`config.mk`:
```
export PLATFORM = sky130hd
export DESIGN_NAME = change_dispenser
export DESIGN_NICKNAME = d
export VERILOG_FILES = /design/src/rtl/vending_pkg.sv /design/src/rtl/change_coin_picker.sv /design/src/rtl/change_dispenser.sv
export SDC_FILE = /design/constraint.sdc
export NUM_CORES = 1
export LEC_CHECK = 0
export CAP_MARGIN = 10
export CORE_MARGIN = 2
export CORE_UTILIZATION = 50
export CTS_CLUSTER_DIAMETER = 30
export DETAILED_ROUTE_END_ITERATION = 8
export PLACE_DENSITY_LB_ADDON = 0.3
export SYNTH_ARGS = -nofsm -noshare
export SYNTH_HDL_FRONTEND = slang
export SYNTH_SLANG_ARGS = --single-unit
```
`constraint.sdc`:
```
create_clock -name I_CLK -period 7.01 [get_ports I_CLK]
set_clock_uncertainty 0.1 [all_clocks]
set_input_delay 0.701 -clock I_CLK [delete_from_list [all_inputs] [get_ports I_CLK]]
set_output_delay 0.701 -clock I_CLK [all_outputs]
set_load 0.01 [all_outputs]
```
`src/rtl/vending_pkg.sv`:
```
// Shared definitions for the vending machine change path: denomination
// indices, their cent values and the change dispenser state encoding.
package vending_pkg;

    localparam int NUM_DENOM = 6;

    localparam logic [2:0] DENOM_500 = 3'd0;
    localparam logic [2:0] DENOM_100 = 3'd1;
    localparam logic [2:0] DENOM_25  = 3'd2;
    localparam logic [2:0] DENOM_10  = 3'd3;
    localparam logic [2:0] DENOM_5   = 3'd4;
    localparam logic [2:0] DENOM_1   = 3'd5;

    typedef enum logic [1:0] {
        ST_IDLE,
        ST_SELECT,
        ST_WAIT_ACK,
        ST_DONE
    } disp_state_t;

    // Cent value of a denomination index; unused codes map to 0 so they can
    // never be chosen as a coin that pays anything.
    function automatic logic [15:0] coin_value(input logic [2:0] idx);
        logic [15:0] val;
        case (idx)
            DENOM_500: val = 16'd500;
            DENOM_100: val = 16'd100;
            DENOM_25:  val = 16'd25;
            DENOM_10:  val = 16'd10;
            DENOM_5:   val = 16'd5;
            DENOM_1:   val = 16'd1;
            default:   val = 16'd0;
        endcase
        return val;
    endfunction

endpackage

```
`src/rtl/change_coin_picker.sv`:
```
// Greedy coin picker: finds the largest usable coin (lowest index) whose
// value still fits into the amount left to pay.
import vending_pkg::*;

module change_coin_picker (
    input  logic [15:0] remaining_i,
    input  logic [5:0]  blocked_i,
    output logic        found_o,
    output logic [2:0]  index_o
);

    // Scan from the smallest coin upwards so the last hit (lowest index) wins.
    always_comb begin
        found_o = 1'b0;
        index_o = 3'd0;
        for (int d = NUM_DENOM - 1; d >= 0; d--) begin
            if (!blocked_i[d] && (coin_value(3'(d)) <= remaining_i)) begin
                found_o = 1'b1;
                index_o = 3'(d);
            end
        end
    end

endmodule

```
`src/rtl/change_dispenser.sv`:
```
// Change dispenser: pays out an owed amount as individual coin requests to
// the hopper, largest coin first, skipping empty tubes and tubes that have
// timed out on a request.
import vending_pkg::*;

module change_dispenser #(
    parameter int P_ACK_TIMEOUT = 1000,
    parameter int P_CNT_W       = 8
) (
    input  logic               I_CLK,
    input  logic               I_RESET,
    input  logic               I_START,
    input  logic [15:0]        I_AMOUNT,
    input  logic [5:0]         I_EMPTY,
    input  logic               I_COIN_ACK,
    output logic               O_COIN_VALID,
    output logic [2:0]         O_COIN_SEL,
    output logic               O_BUSY,
    output logic               O_DONE,
    output logic [15:0]        O_SHORT,
    output logic [P_CNT_W-1:0] O_COINS,
    output logic [5:0]         O_FAULT
);

    localparam int               TMR_W    = $clog2(P_ACK_TIMEOUT + 1);
    localparam logic [TMR_W-1:0] TMR_LAST = TMR_W'(P_ACK_TIMEOUT - 1);

    disp_state_t        state_q, state_d;
    logic [15:0]        remaining_q, remaining_d;
    logic [15:0]        short_q, short_d;
    logic [P_CNT_W-1:0] coins_q, coins_d;
    logic [5:0]         fault_q, fault_d;
    logic [TMR_W-1:0]   timer_q, timer_d;
    logic               valid_q, valid_d;
    logic               busy_q, busy_d;
    logic [2:0]         sel_q, sel_d;

    logic               pickFound;
    logic [2:0]         pickIndex;
    logic [15:0]        ackRemaining;

    change_coin_picker u_picker (
        .remaining_i (remaining_q),
        .blocked_i   (I_EMPTY | fault_q),
        .found_o     (pickFound),
        .index_o     (pickIndex)
    );

    assign ackRemaining = remaining_q - coin_value(sel_q);

    // Next-state logic: the short amount is captured on entry to DONE so it
    // is already valid during the single DONE cycle that drives O_DONE.
    always_comb begin
        state_d     = state_q;
        remaining_d = remaining_q;
        short_d     = short_q;
        coins_d     = coins_q;
        fault_d     = fault_q;
        timer_d     = timer_q;
        valid_d     = valid_q;
        busy_d      = busy_q;
        sel_d       = sel_q;
        case (state_q)
            ST_IDLE: begin
                if (I_START) begin
                    remaining_d = I_AMOUNT;
                    coins_d     = '0;
                    short_d     = 16'd0;
                    busy_d      = 1'b1;
                    state_d     = (I_AMOUNT == 16'd0) ? ST_DONE : ST_SELECT;
                end
            end
            ST_SELECT: begin
                if (pickFound) begin
                    sel_d   = pickIndex;
                    valid_d = 1'b1;
                    timer_d = '0;
                    state_d = ST_WAIT_ACK;
                end else begin
                    short_d = remaining_q;
                    state_d = ST_DONE;
                end
            end
            ST_WAIT_ACK: begin
                if (I_COIN_ACK && valid_q) begin
                    remaining_d = ackRemaining;
                    valid_d     = 1'b0;
                    if (coins_q != {P_CNT_W{1'b1}}) begin
                        coins_d = coins_q + 1'b1;
                    end
                    if (ackRemaining == 16'd0) begin
                        short_d = 16'd0;
                        state_d = ST_DONE;
                    end else begin
                        state_d = ST_SELECT;
                    end
                end else if (timer_q == TMR_LAST) begin
                    fault_d = fault_q | (6'b000001 << sel_q);
                    valid_d = 1'b0;
                    state_d = ST_SELECT;
                end else begin
                    timer_d = timer_q + 1'b1;
                end
            end
            ST_DONE: begin
                short_d = remaining_q;
                busy_d  = 1'b0;
                state_d = ST_IDLE;
            end
            default: begin
                state_d = ST_IDLE;
            end
        endcase
    end

    // State and datapath registers with synchronous reset taking priority.
    always_ff @(posedge I_CLK) begin
        if (I_RESET) begin
            state_q     <= ST_IDLE;
            remaining_q <= 16'd0;
            short_q     <= 16'd0;
            coins_q     <= '0;
            fault_q     <= 6'd0;
            timer_q     <= '0;
            valid_q     <= 1'b0;
            busy_q      <= 1'b0;
            sel_q       <= 3'd0;
        end else begin
            state_q     <= state_d;
            remaining_q <= remaining_d;
            short_q     <= short_d;
            coins_q     <= coins_d;
            fault_q     <= fault_d;
            timer_q     <= timer_d;
            valid_q     <= valid_d;
            busy_q      <= busy_d;
            sel_q       <= sel_d;
        end
    end

    assign O_COIN_VALID = valid_q;
    assign O_COIN_SEL   = sel_q;
    assign O_BUSY       = busy_q;
    assign O_DONE       = (state_q == ST_DONE);
    assign O_SHORT      = short_q;
    assign O_COINS      = coins_q;
    assign O_FAULT      = fault_q;

endmodule

```
Word level (Yosys, flattened, before mapping)
Index checks and enable logic that the tools add are counted.
{ "totals": {"reg_bits": 63, "input_bits": 26} }
{ "op_classes": {"add_sub_neg": 3, "magnitude_cmp": 6, "n_eq_ne": 19, "n_shift": 1, "n_mux": 42, "bitwise": 3, "reduce_logical": 29} }
{ "ops": {"columns": ["cell", "count"], "rows": [
  ["16-bit two-way mux", 6],
  ["16-bit case mux with 4 select lines", 1],
  ["9-bit case mux with 6 select lines", 1],
  ["16-bit zero test", 2],
  ["16-bit case mux with 2 select lines", 1],
  ["10-bit two-way mux", 3],
  ["8-bit two-way mux", 3],
  ["10-bit case mux with 2 select lines", 1],
  ["3-bit two-way mux", 6],
  ["1-bit by 16-bit <= comparator with 1-bit output, first input constant", 1],
  ["3-bit by 16-bit <= comparator with 1-bit output, first input constant", 1],
  ["4-bit by 16-bit <= comparator with 1-bit output, first input constant", 1],
  ["5-bit by 16-bit <= comparator with 1-bit output, first input constant", 1],
  ["7-bit by 16-bit <= comparator with 1-bit output, first input constant", 1],
  ["9-bit by 16-bit <= comparator with 1-bit output, first input constant", 1],
  ["2-bit inequality test, second input constant", 8],
  ["8-bit case mux with 2 select lines", 1],
  ["16-bit subtractor", 1],
  ["6-bit OR", 2],
  ["4-bit AND reduction", 3],
  ["1-bit two-way mux", 11],
  ["10-bit by 1-bit adder with 10-bit output, second input constant", 1],
  ["10-bit == test, second input constant", 1],
  ["2-bit two-way mux", 5],
  ["19 further kinds", 40]
]} }

Longest topological paths before layout
{ "depth": {"ltp_word": 11, "ltp_mapped": 15} }

Modules after synthesis
From an unflattened synthesis, not the netlist that was laid out.
{ "hier_totals": {"hier_cells": 485, "area_unflattened_um2": 3897.5} }
{ "by_module_without_submodules": {"columns": ["module", "n_inst", "cells_per_inst", "area_per_inst_um2"], "rows": [
  ["change_dispenser", 1, 451, 3667.3],
  ["change_coin_picker", 1, 34, 230.2]
]} }

Worst setup path after synthesis
OpenSTA, ideal clock, no wires.
{ "synth_timing": {"kind": "register to register", "from": "register sel_q[2], in the netlist O_COIN_SEL[2]", "to": "register short_q[10], in the netlist O_SHORT[10]", "arrival_ps": 3241, "slack_ps": 3547, "stages_incl_launch_ff": 16, "synth_period_minus_slack_ps": 3463, "path_cell_list": "dfxtp_1 -> clkbuf_1 -> nor2_1 -> nand2_1 -> o21ai_0 -> ha_1 -> inv_1 -> fa_1 -> a211oi_2 -> o21ai_1 -> a211o_1 -> a2111oi_2 -> nand4_1 -> nor3_4 -> buf_6 -> o21ai_1"} }
{ "synth_between": {"elab_chain_len": 6, "elab_cells_between_ends": 11} }
{ "synth_lines": {"columns": ["item", "line_no", "rtl"], "rows": [
  ["start: declaration", "change_dispenser.sv:36", "logic [2:0] sel_q, sel_d;"],
  ["start signal: assignment", "change_dispenser.sv:137", "sel_q <= sel_d;"],
  ["3-bit == test (tied with other cells)", "vending_pkg.sv:25", "case (idx)"],
  ["9-bit case mux with 6 select lines *", "vending_pkg.sv:25", null],
  ["16-bit subtractor *", "change_dispenser.sv:49", "assign ackRemaining = remaining_q - coin_value(sel_q);"],
  ["16-bit zero test *", "change_dispenser.sv:91", "if (ackRemaining == 16'd0) begin"],
  ["2-bit inequality test (no line) *", null, null],
  ["4-bit AND reduction (no line) *", null, null],
  ["end signal: assignment", "change_dispenser.sv:131", "short_q <= short_d;"],
  ["end: declaration", "change_dispenser.sv:30", "logic [15:0] short_q, short_d;"]
]} }
Every way passes the cells marked *; elsewhere a longest branch is shown, timed or not.
A chain may end at the register's enable or synchronous reset.

Worst setup path after layout
{ "layout_timing": {"from": "register sel_q[2], in the netlist O_COIN_SEL[2]", "to": "register short_q[5], in the netlist O_SHORT[5]"} }
The elaborated chain is that of the path after synthesis.

==> run_results.csv <==
group,metric,value,unit
sta,tightest_slew,0.854,ns
cells_and_area,seq_area,0.00126,mm^2
yosys,ys_types,59,
sta,max_freq,250,MHz
global_route,grt_overflow,0,
sta,finalHoldViolCount,0,
sta,fin_crit,3.99,ns
clock_tree,cts_inserted_buffers,9,
yosys,synth-edff-count,0,
cells_and_area,diodes,0,
power,powerDensity,196,mW/mm^2
place,place_congestion,0.887,
sta,rsz0062_at_grt,"false",
clock_tree,cts_tree,"yes",
sta,post-route-period-util,0.570,
floorplan,die_h,91.4,um
yosys,synth-main-ff-cell,"dfxtp_1",
clock_tree,cts_post_setup_buffers_inserted,0,
clock_tree,cts_hold_buffers,0,
cells_and_area,multiInputGateArea,0.00237,mm^2
yosys,syn_area,0.00382,mm^2
yosys,seq_area_frac_synth,0.330,
yosys,syn_nets,528,
cells_and_area,syn2layout_area_growth,20.4,%
route,vias_per_cell,6.31,
route,post-route-drc-count,0,
cells_and_area,nets,575,
power,max-vdd-ir-drop,103,uV
route,vias,4017,
worst_setup_path,worstSetupEndpointType,"register",
yosys,synthCells,490,
global_route,grt_pass1_wl,17.6,mm
clock_tree,clkSinkCount,63,
worst_setup_path,worstSetupPathType,"register to register",
floorplan,dieArea,0.00835,mm^2
worst_setup_path,cp_cell_sequence,"nor2_1 -> nand2_1 -> o21ai_0 -> ha_1 -> inv_1 -> fa_1 -> a211oi_2 -> o21ai_1 -> a211o_1 -> a2111oi_2 -> nand4_1 -> nor3_4 -> o21ai_0",
floorplan,num_io_pins,62,
route,drt_iter0_markers,321,
worst_setup_path,crit_fanout,17,
min_path,min_path_type,"register to register",
run_status,outcome,"completed",
global_route,grt_max_degree,39,
yosys,syn_avg_cell_area,7.79,um^2
worst_setup_path,cp.required,7.10,ns
yosys,yosysTopAreaCellShare,0.330,
worst_setup_path,start_kind,"register",
yosys,ys_seq_elements,63,
place,io_buffers,61,
place,hpwl,7.70,mm
route,wl,10.5,mm
job,drv_cap,0,
route,wire_per_inst,16.5,um
power,p_total,900,uW
cells_and_area,num-fill-cells,636,
clock_tree,clock_latency,0.34,ns
clock_tree,cts_buffer_depth,2,
global_route,grt_usage,0.258,
route,first_pass_iters,5,
global_route,antenna_found_initial,0,
floorplan,start_util,0.521,
floorplan,die_w,91.4,um
yosys,yosysTopAreaCell,"dfxtp_1",
cells_and_area,drive_gt1_frac,0.0688,
global_route,grt_pass1_vias,3575,
sta,setup_viol_count_final,0,
yosys,async_reset_ff_frac,0,
clock_tree,cts_resized,0,
worst_setup_path,cp.arrival,4.09,ns
sta,slew_viol_final,0,
worst_setup_path,critPathMaxStageDelay,0.58,ns
clock_tree,root_buffer,"clkbuf_8",
floorplan,rows,31,
clock_tree,htreeDepth,3,
sta,max-slew-margin-rel,0.427,
power,leakage,0.00161,uW
yosys,yosysWarnings,0,
clock_tree,cts.clk_slew.worst_paths,0.07,ns
worst_setup_path,critical_path.slowest_cell,"nor3_4",
yosys,synth_area_leaders,"dfxtp_1 (33%), nor2_1 (5.6%), a21oi_1 (4.9%), nand2_1 (3.9%), nand3_1 (3.8%)",
route,antenna_left,0,
worst_setup_path,crit_top_cell,"o21ai_0",
sta,tns,0,ns
floorplan,core,0.00733,mm^2
==> logic make-up (layout without fill, tap and decap cells) <==
logic type                 count (synthesis)  after routing  share of synthesized area
AOI/OAI and AO/OA                        155            155                      0.276
xor gates and xnor gates                  15             15                     0.0344
adders and majority gates                 12             12                     0.0413
buffers and inverters                     43             91                     0.0482
DFF                                       63             63                      0.330
muxes                                      2              2                    0.00590
and+or+nand+nor                          200            200                      0.263
==> cell usage in the layout (no fill, tap or decap), drive strengths merged, types with 6 or more instances in the layout <==
master / instances
nor3: 11
o31ai: 7
clkbuf: 9
a31oi: 8
nor2: 57
a32oi: 16
a211oi: 6
o21a: 6
clkdlybuf4s50: 61
nand2: 40
nand3: 29
nor4: 10
xnor2: 9
xor2: 6
o21ai: 31
or3: 7
or2: 8
inv: 12
a21oi: 37
nand2b: 7
dfxtp: 63
o211ai: 9
nor2b: 6
nand4: 10
ha: 11
==> per-layer routing <==
layer | GRT usage | wire (um) | part of all wire | up-vias
li1 | - | - | - | 1923
met1 | 0.374 | 4830 | 0.46 | 1871
met2 | 0.377 | 4590 | 0.44 | 207
met3 | 0.0523 | 953 | 0.090 | 16
met4 | 0.0960 | 165 | 0.016 | 0
met5 | 0 | 0 | 0 | -
==> synthesized netlist by cell type (10+ instances only) <==
library cell,instances
a21oi_1,37
nor2_1,57
a32oi_1,16
clkbuf_1,20
nor3_1,10
o21ai_0,20
o21ai_1,11
inv_1,12
dfxtp_1,63
ha_1,11
nand2_1,40
nand4_1,10
nand3_1,29
==> worst paths after layout <==
| path | start | endpoint | slack (ns) | cells after the start |
|---|---|---|---|---|
| setup / recovery | O_COIN_SEL[2] | O_SHORT[5] | 3.02 | 13 |
| hold reg to reg | O_SHORT[14] | O_SHORT[14] | 0.38 | 2 |
| hold / removal | O_SHORT[14] | O_SHORT[14] | 0.38 | 2 |
| setup reg to reg | O_COIN_SEL[2] | O_SHORT[5] | 3.02 | 13 |
==> worst max-delay path: cells and delay by family (launching register included) <==
kind | cells | cell delay, ns
adders and majority gates | 2 | 0.60
AOI/OAI and AO/OA | 6 | 1.57
and+or+nand+nor | 4 | 1.11
buffers and inverters | 1 | 0.05
DFF | 1 | 0.40
==> final cells by class <==
type / count / share of cell area
Clock buffer: 9 / 0.0270
Sequential cell: 63 / 0.275
Tap cell: 99 / 0.0270
Clock inverter: 3 / 0.00327
Multi-Input combinational cell: 384 / 0.517
Timing Repair Buffer: 66 / 0.141
Inverter: 13 / 0.0106
==> registers in the layout, summed over array words and instances, names as in the netlist <==
name	cells
O_SHORT	16
remaining_q	16
timer_q	10
O_COINS	8
O_FAULT	6
O_COIN_SEL	3
state_q	2
O_BUSY	1
O_COIN_VALID	1
==> stage by stage <==
step / utilization / setup slack, ns / hold WS (ns) / instance area (um^2) / std cells
after global placement: 0.607 / 3.28 / 0.361 / 4450 / 624
after detailed placement: 0.607 / 3.12 / 0.372 / 4450 / 624
after global routing: 0.627 / 2.65 / 0.404 / 4590 / 637
after floorplan: - / 3.55 / 0.352 / 3820 / 490
after CTS: 0.626 / 3.06 / 0.380 / 4590 / 636
final: 0.627 / 3.02 / 0.378 / 4590 / 637
==> where the power goes <==
group	switching [uW]	internal [uW]	total [uW]
clock network	135	118	253
registers	32.4	373	405
logic	142	100	242
No activity file was read; power rests on OpenSTA's default activity.
